--- src/rtl/regbank_write_sched_if.sv ---
// Write-scheduler interface: requester A/B handshakes, the clear control and
// the register bank write port.
interface regbank_write_sched_if #(
  parameter int DATA_W = 8,
  parameter int ADDR_W = 3
);
  logic              a_valid;
  logic              a_ready;
  logic [ADDR_W-1:0] a_addr;
  logic [DATA_W-1:0] a_data;
  logic              b_valid;
  logic              b_ready;
  logic [ADDR_W-1:0] b_addr;
  logic [DATA_W-1:0] b_data;
  logic              clr_start;
  logic              busy;
  logic              clr_done;
  logic              we3;
  logic [ADDR_W-1:0] wa3;
  logic [DATA_W-1:0] wd3;
  logic              grant_b;

  // Requesters / controller side
  modport master (
    output a_valid, a_addr, a_data,
    output b_valid, b_addr, b_data,
    output clr_start,
    input  a_ready, b_ready, busy, clr_done,
    input  we3, wa3, wd3, grant_b
  );

  // Scheduler side
  modport slave (
    input  a_valid, a_addr, a_data,
    input  b_valid, b_addr, b_data,
    input  clr_start,
    output a_ready, b_ready, busy, clr_done,
    output we3, wa3, wd3, grant_b
  );
endinterface

--- src/rtl/regbank_write_sched.sv ---
// Round-robin scheduler for the register bank's single write port, shared by
// requesters A and B, plus a clear sequence that zeroes X1..X(2**ADDR_W-1)
// through the same port.
module regbank_write_sched #(
  parameter int DATA_W = 8,
  parameter int ADDR_W = 3
) (
  input  logic                   clk,
  input  logic                   rst,
  regbank_write_sched_if.slave   bus
);

  typedef enum logic {
    IDLE,
    CLEAR
  } state_t;

  localparam logic [ADDR_W-1:0] LAST_REG = '1;

  state_t            state;
  logic              ptr;   // 0: A has priority, 1: B has priority
  logic [ADDR_W-1:0] cnt;
  logic              can_accept;

  // Ready is decided combinationally; a pending clear start blocks both sides
  always_comb begin
    can_accept  = (state == IDLE) && !bus.clr_start;
    bus.a_ready = can_accept && bus.a_valid && (!bus.b_valid || !ptr);
    bus.b_ready = can_accept && bus.b_valid && (!bus.a_valid ||  ptr);
  end

  // FSM with registered write-port and status outputs
  always_ff @(posedge clk or negedge rst) begin
    if (!rst) begin
      state        <= IDLE;
      ptr          <= 1'b0;
      cnt          <= '0;
      bus.busy     <= 1'b0;
      bus.clr_done <= 1'b0;
      bus.we3      <= 1'b0;
      bus.wa3      <= '0;
      bus.wd3      <= '0;
      bus.grant_b  <= 1'b0;
    end else begin
      bus.clr_done <= 1'b0;
      bus.we3      <= 1'b0;
      bus.grant_b  <= 1'b0;
      case (state)
        IDLE: begin
          if (bus.clr_start) begin
            // First clear write (X1) is issued on the same edge the clear starts
            state    <= CLEAR;
            bus.busy <= 1'b1;
            cnt      <= ADDR_W'(1);
            bus.we3  <= 1'b1;
            bus.wa3  <= ADDR_W'(1);
            bus.wd3  <= '0;
          end else if (bus.a_ready) begin
            bus.we3 <= 1'b1;
            bus.wa3 <= bus.a_addr;
            bus.wd3 <= bus.a_data;
            ptr     <= 1'b1;
          end else if (bus.b_ready) begin
            bus.we3     <= 1'b1;
            bus.wa3     <= bus.b_addr;
            bus.wd3     <= bus.b_data;
            bus.grant_b <= 1'b1;
            ptr         <= 1'b0;
          end
        end
        CLEAR: begin
          if (cnt == LAST_REG) begin
            state        <= IDLE;
            bus.busy     <= 1'b0;
            bus.clr_done <= 1'b1;
            cnt          <= '0;
          end else begin
            cnt     <= cnt + 1'b1;
            bus.we3 <= 1'b1;
            bus.wa3 <= cnt + 1'b1;
            bus.wd3 <= '0;
          end
        end
        default: state <= IDLE;
      endcase
    end
  end

endmodule

--- src/flat_wrapper.sv ---
// flat-port wrapper written by rule: the top's interface ports become plain ports
module regbank_write_sched_flat 
#(
  parameter int DATA_W = 8,
  parameter int ADDR_W = 3
)
  (clk, rst, bus_a_valid, bus_a_addr, bus_a_data, bus_b_valid, bus_b_addr, bus_b_data, bus_clr_start, bus_a_ready, bus_b_ready, bus_busy, bus_clr_done, bus_we3, bus_wa3, bus_wd3, bus_grant_b);
  regbank_write_sched_if #(.DATA_W(DATA_W), .ADDR_W(ADDR_W)) bus_i ();
  input  logic clk;
  input  logic rst;
  input wire logic [$bits(bus_i.a_valid)-1:0] bus_a_valid;
  input wire logic [$bits(bus_i.a_addr)-1:0] bus_a_addr;
  input wire logic [$bits(bus_i.a_data)-1:0] bus_a_data;
  input wire logic [$bits(bus_i.b_valid)-1:0] bus_b_valid;
  input wire logic [$bits(bus_i.b_addr)-1:0] bus_b_addr;
  input wire logic [$bits(bus_i.b_data)-1:0] bus_b_data;
  input wire logic [$bits(bus_i.clr_start)-1:0] bus_clr_start;
  output wire logic [$bits(bus_i.a_ready)-1:0] bus_a_ready;
  output wire logic [$bits(bus_i.b_ready)-1:0] bus_b_ready;
  output wire logic [$bits(bus_i.busy)-1:0] bus_busy;
  output wire logic [$bits(bus_i.clr_done)-1:0] bus_clr_done;
  output wire logic [$bits(bus_i.we3)-1:0] bus_we3;
  output wire logic [$bits(bus_i.wa3)-1:0] bus_wa3;
  output wire logic [$bits(bus_i.wd3)-1:0] bus_wd3;
  output wire logic [$bits(bus_i.grant_b)-1:0] bus_grant_b;
  assign bus_i.a_valid = bus_a_valid;
  assign bus_i.a_addr = bus_a_addr;
  assign bus_i.a_data = bus_a_data;
  assign bus_i.b_valid = bus_b_valid;
  assign bus_i.b_addr = bus_b_addr;
  assign bus_i.b_data = bus_b_data;
  assign bus_i.clr_start = bus_clr_start;
  assign bus_a_ready = bus_i.a_ready;
  assign bus_b_ready = bus_i.b_ready;
  assign bus_busy = bus_i.busy;
  assign bus_clr_done = bus_i.clr_done;
  assign bus_we3 = bus_i.we3;
  assign bus_wa3 = bus_i.wa3;
  assign bus_wd3 = bus_i.wd3;
  assign bus_grant_b = bus_i.grant_b;
  regbank_write_sched #(.DATA_W(DATA_W), .ADDR_W(ADDR_W)) u_core (.clk(clk), .rst(rst), .bus(bus_i));
endmodule
--- config.mk ---
export PLATFORM = sky130hd
export DESIGN_NAME = regbank_write_sched_flat
export DESIGN_NICKNAME = d
export VERILOG_FILES = /design/src/rtl/regbank_write_sched_if.sv /design/src/rtl/regbank_write_sched.sv /design/src/flat_wrapper.sv
export SDC_FILE = /design/constraint.sdc
export NUM_CORES = 1
export LEC_CHECK = 0
export ABC_AREA = 0
export BUFFER_PORTS_ARGS = -buffer_cell sky130_fd_sc_hd__buf_4
export CAP_MARGIN = 15
export CORE_ASPECT_RATIO = 1.5
export CORE_UTILIZATION = 40
export DETAILED_ROUTE_END_ITERATION = 8
export GPL_ROUTABILITY_DRIVEN = 0
export GPL_TIMING_DRIVEN = 0
export PLACE_DENSITY = 0.82
export SYNTH_ARGS = -nofsm -noshare
export SYNTH_HDL_FRONTEND = slang
export SYNTH_SLANG_ARGS = --single-unit
--- constraint.sdc ---
create_clock -name clk -period 1.4 [get_ports clk]
set_input_delay 0.07 -clock clk [delete_from_list [all_inputs] [get_ports clk]]
set_output_delay 0.07 -clock clk [all_outputs]
set_load 0.02 [all_outputs]
# --- Word-level counts from Yosys, hierarchy flattened ---
# Index checks and enable logic that the tools add are counted.
# Widths: inputs -> output; s select.
op_classes:
  add_sub_neg: 1
  n_mul: 0
  n_div: 0
  order_cmp: 0
  eq_ne: 5
  shift: 0
  n_mux: 30
  bitwise: 2
  n_reduce_logical: 15
op_table:
  columns: ["operator", "n"]
  rows:
  - ["$mux 8", 4]
  - ["$mux 3", 6]
  - ["$pmux 8 s2", 1]
  - ["$mux 1", 14]
  - ["$pmux 3 s2", 2]
  - ["$ne 2x2->1 const B", 3]
  - ["$pmux 1 s2", 3]
  - ["$logic_and 1x1->1", 5]
  - ["$logic_not 1->1", 4]
  - ["$ne 4x4->1 const B", 1]
  - ["$reduce_and 2->1", 2]
  - ["$add 3x1->3 const B", 1]
  - ["$eq 3x3->1 const B", 1]
  - ["$reduce_and 3->1", 1]
  - ["$logic_or 1x1->1", 2]
  - ["$not 1->1", 2]
  - ["$reduce_bool 2->1", 1]
word_totals:
  ff_bits: 20
  latch_bits: 0
  ram_bits: 0
  rom_bits: 0
  inputBits: 27
  out_inout_bits: 17
  word_cells: 62
  memories: 0

# --- Longest topological paths before layout ---
depth:
  depth_word: 8
  mapped_depth: 5

# --- Worst setup path before layout ---
# No wires, ideal clock.
synth_path:
  path_type: "register to register"
  startpoint: "reg u_core.cnt[0]"
  endpoint: "reg u_core.bus.wd3[7]"
  arrival_ns: 1.324
  required_time_ns: 1.277
  setup_slack_ns: -0.047
  stages_incl_launch_ff: 6
  cell_sequence: "dfrtp_1 ha_1 ha_1 mux2_2 buf_4 o2bb2ai_1"
synth_via:
  elab_chain_cells: 3
synth_rtl:
  columns: ["element", "line", "source"]
  rows:
  - ["start: declaration", "regbank_write_sched.sv:22", "logic [ADDR_W-1:0] cnt;"]
  - ["start signal: assignment", "regbank_write_sched.sv:78", "cnt <= cnt + 1'b1;"]
  - ["$eq 3x3->1", "regbank_write_sched.sv:72", "if (cnt == LAST_REG) begin"]
  - ["$ne 2x2->1 (no source line)", null, null]
  - ["$reduce_and 2->1 (no source line)", null, null]
  - ["end signal: assignment", "regbank_write_sched.sv:61", "bus.wd3 <= bus.a_data;"]
  - ["end signal: assignment", "regbank_write_sched.sv:66", "bus.wd3 <= bus.b_data;"]
  - ["end: declaration", "regbank_write_sched_if.sv:38", "output we3, wa3, wd3, grant_b"]
# Every way passes these cells.
# A chain may end at the register's enable or synchronous reset.

# --- Worst setup path in the final report ---
layout_path:
  startpoint: "reg u_core.cnt[1]"
  endpoint: "reg u_core.bus.wd3[4]"
# The elaborated chain is that of the path after synthesis.

==> load_flow_metrics.sql <==
INSERT INTO impl_metrics (metric_group, metric, value, unit) VALUES
('layout', 'post-route-util', '69.1', '%'),
('synth', 'synth-seq-cells', '20', ''),
('status', 'outcome', 'finished, violations left', ''),
('sta', 'final.setup.tns', '-0.411', 'ns'),
('drt', 'drt_iter0_drc', '24', ''),
('drt', 'detailroute.wirelength.met2', '1.55', 'mm'),
('drt', 'via_per_inst', '5.51', ''),
('drt', 'wirelength', '2.79', 'mm'),
('synth', 'sequential_element_share_of_the_synthesized_area', '53.1', '%'),
('drt', 'drtPass1Iterations', '4', ''),
('synth', 'synth.distinct_cells', '26', ''),
('pwr', 'p_per_area', '1850', 'mW/mm^2'),
('drt', 'drc_errors', '0', ''),
('sta', 'layout_worst_path_cycle_share', '104', '%'),
('placed_design', 'dp.final_hpwl', '1.83', 'mm'),
('sta', 'tightest_slew', '0.582', 'ns'),
('layout', 'n_antenna_cell', '0', ''),
('clock_network', 'clk_pin_slew', '0.12', 'ns'),
('clock_network', 'clock_latency', '0.30', 'ns'),
('grt', 'antenna_found_initial', '0', ''),
('critical_path', 'criticalPathCategory', 'flip-flop to flip-flop', ''),
('clock_network', 'cts.sink_count', '20', ''),
('drt', 'met1_wl', '1.04', 'mm'),
('drt', 'routed-via-count', '931', ''),
('clock_network', 'cts-htree-levels', '1', ''),
('floorplan', 'floorplan.initialDensity', '42.2', '%'),
('critical_path', 'critPathRequiredTime', '1.58', 'ns'),
('layout', 'flow.area_growth_from_synthesis', '63.7', '%'),
('placed_design', 'placement.cell_area', '0.00130', 'sq mm'),
('synth', 'synth_area_per_cell', '11.4', 'sq um'),
('pwr', 'power.leakage', '0.775', 'nW'),
('grt', 'first_global_vias', '955', ''),
('floorplan', 'design.die.area', '0.00256', 'sq mm'),
('clock_network', 'numCtsBuffers', '3', ''),
('sta', 'final-setup-viol-count', '10', ''),
('sta', 'fmax', '685', 'MHz'),
('sta', 'timing.slew.headroom', '60.8', '%'),
('layout', 'fin_area', '0.00154', 'sq mm'),
('flow_run', 'drv.max_cap_violation_count', '0', ''),
('synth', 'synth_warnings', '0', ''),
('sta', 'fin_crit', '1.46', 'ns'),
('floorplan', 'ioPinCount', '44', ''),
('drt', 'wl_met3', '138', 'microns'),
('clock_network', 'clock_tree_buf_depth', '2', ''),
('grt', 'grt_max_degree', '21', ''),
('drt', 'detail_route.wl_per_cell', '16.5', 'microns'),
('sta', 'whs', '0.0127', 'ns'),
('hold_path', 'hold_class', 'primary input to flip-flop', ''),
('layout', 'final_layout_size_suffix_gt1_share', '53.4', '%'),
('sta', 'setup_slack', '-0.0603', 'ns'),
('critical_path', 'worstSetupEndpointType', 'flip-flop', ''),
('clock_network', 'ctsRootBufferMaster', 'clkbuf_4', ''),
('critical_path', 'cp_max_fo', '5', ''),
('synth', 'postSynthCellCount', '83', ''),
('synth', 'mappedNetlistNets', '112', ''),
('floorplan', 'placement_rows', '21', ''),
('grt', 'grt-ovfl-total', '0', ''),
('floorplan', 'floorplan.die.height', '61.4', 'microns'),
('grt', 'grt_first_pass_wirelength', '4.19', 'mm'),
('synth', 'syn_area', '942', 'sq um'),
('sta', 'hold_vio_cnt_final', '0', ''),
('drt', 'dr.max_layer_used', 'met4', ''),
('drt', 'postRouteAntennaNets', '0', ''),
('floorplan', 'core_region_area', '0.00223', 'sq mm'),
('grt', 'gr-usage-all-layers', '21.8', '%'),
('critical_path', 'critPathLaunchType', 'flip-flop', ''),
('sta', 'fin_worst_skew', '0.00974', 'ns'),
('pwr', 'peakVddDrop', '1.10', 'mV'),
('sta', 'maxSlewViolCount', '0', ''),
('sta', 'grt_setup_unrepaired', 'yes', ''),
('floorplan', 'floorplan.die.width', '41.6', 'microns'),
('critical_path', 'worst-endpoint-arrival', '1.64', 'ns'),
('placed_design', 'detailedPlace.worstSlack', '-0.139', 'ns'),
('placed_design', 'port-buffer-count', '43', ''),
('status', 'failed_checks', 'negative setup slack', ''),
('layout', 'num-nets-final', '177', ''),
('clock_network', 'clock_tree_from_tritoncts', 'yes', '');
[report_power, final]
group	leakage [nW]	switching, mW	internal, mW	total (mW)
clock	0.0138	0.174	0.100	0.275
sequential	0.250	0.137	0.779	0.916
combinational	0.512	0.796	0.874	1.67
[state kept, by name, indices dropped and copies added, names as in the netlist]
name,flops
u_core.ptr,1
u_core.cnt,3
u_core.bus.busy,1
u_core.bus.wa3,3
u_core.bus.clr_done,1
u_core.state,1
u_core.bus.wd3,8
u_core.bus.grant_b,1
u_core.bus.we3,1
[area by class of cell]
| class | count | area [sq um] |
|---|---|---|
| timing repair buffer | 62 | 482 |
| clock buffer | 3 | 22.5 |
| sequential | 20 | 502 |
| inverter | 6 | 22.5 |
| tap | 23 | 28.8 |
| multi-input combinational | 52 | 458 |
| buffer | 3 | 27.5 |
| fill | 168 | 691 |
[final timing paths]
kind,startpoint,endpoint,slack [ns],cells past startpoint
max,u_core.cnt[1],u_core.bus.wd3[4],-0.06,5
min,bus_b_valid,u_core.ptr,0.01,2
max reg2reg,u_core.cnt[1],u_core.bus.wd3[4],-0.06,5
min reg2reg,u_core.bus.wd3[6],u_core.bus.wd3[6],0.51,1
max in group asynchronous,rst,u_core.ptr,0.99,2
min in group asynchronous,rst,u_core.bus.clr_done,0.17,2
[logic make-up after synthesis]
logic type	synth area share, %
compound gates	19.1
simple gates	9.83
fa+ha+maj	2.66
buf+inv	5.58
mux	9.69
flops	53.1
[placed cells by master, fill, tap and decap left out, types with 2 or more instances in the layout]
cell type	count
buf_4	57
dfrtp_1	19
mux2i_1	8
o2bb2ai_1	8
inv_1	6
buf_6	5
nand3_1	4
a21oi_1	3
o22ai_1	3
clkbuf_4	3
nor2_1	2
nand3b_1	2
dlygate4sd3_1	2
[Yosys cell counts]
library cell	number	share of area (%)
dfrtp_1	20	53
mux2i_1	8	8.5
o2bb2ai_1	8	7.4
inv_1	6	2.4
a21oi_1	4	2.1
nand3_1	4	2.1
o22ai_1	4	2.7
buf_2	3	1.6
nor2_1	3	1.2
a32oi_1	2	1.9
buf_4	2	1.6
ha_1	2	2.7
nand2_1	2	0.80
nand3b_1	2	1.6
nor3_1	2	1.1
a21bo_2	1	1.1
a21boi_0	1	0.80
a22o_1	1	0.93
a31oi_1	1	0.66
a32o_1	1	1.1
and2_1	1	0.66
mux2_2	1	1.2
nand2b_1	1	0.66
nor3_2	1	1.1
o21ai_0	1	0.53
or3_1	1	0.66
[what timing repair did]
action / in CTS / in global routing
gates resized for setup: 13 / 7
gates cloned: 1 / 0
pin swaps: 6 / 4
hold buffers: 2 / 0
hold endpoints to repair: 21 / 0
setup endpoints to repair: 12 / 12
setup buffers: 8 / 8
[metal layers]
layer	vias to the layer above	global-route usage, %
met5	-	0
met4	0	11.5
met3	6	2.64
met2	44	42.0
met1	449	23.5
li1	432	-
[through the flow]
step	cells	total power [mW]
after floorplan	83	1.66
after global placement	149	2.04
after global routing	169	3.01
after CTS	162	2.63
after detailed placement	149	2.10
final	169	2.86
[critical path: stages, from the launching register on]
cell and delay (ns):
dfrtp_1 0.42, ha_2 0.20, ha_4 0.16, mux2_4 0.29
buf_6 0.14, o2bb2ai_1 0.13
No activity file was read; power rests on OpenSTA's default activity.
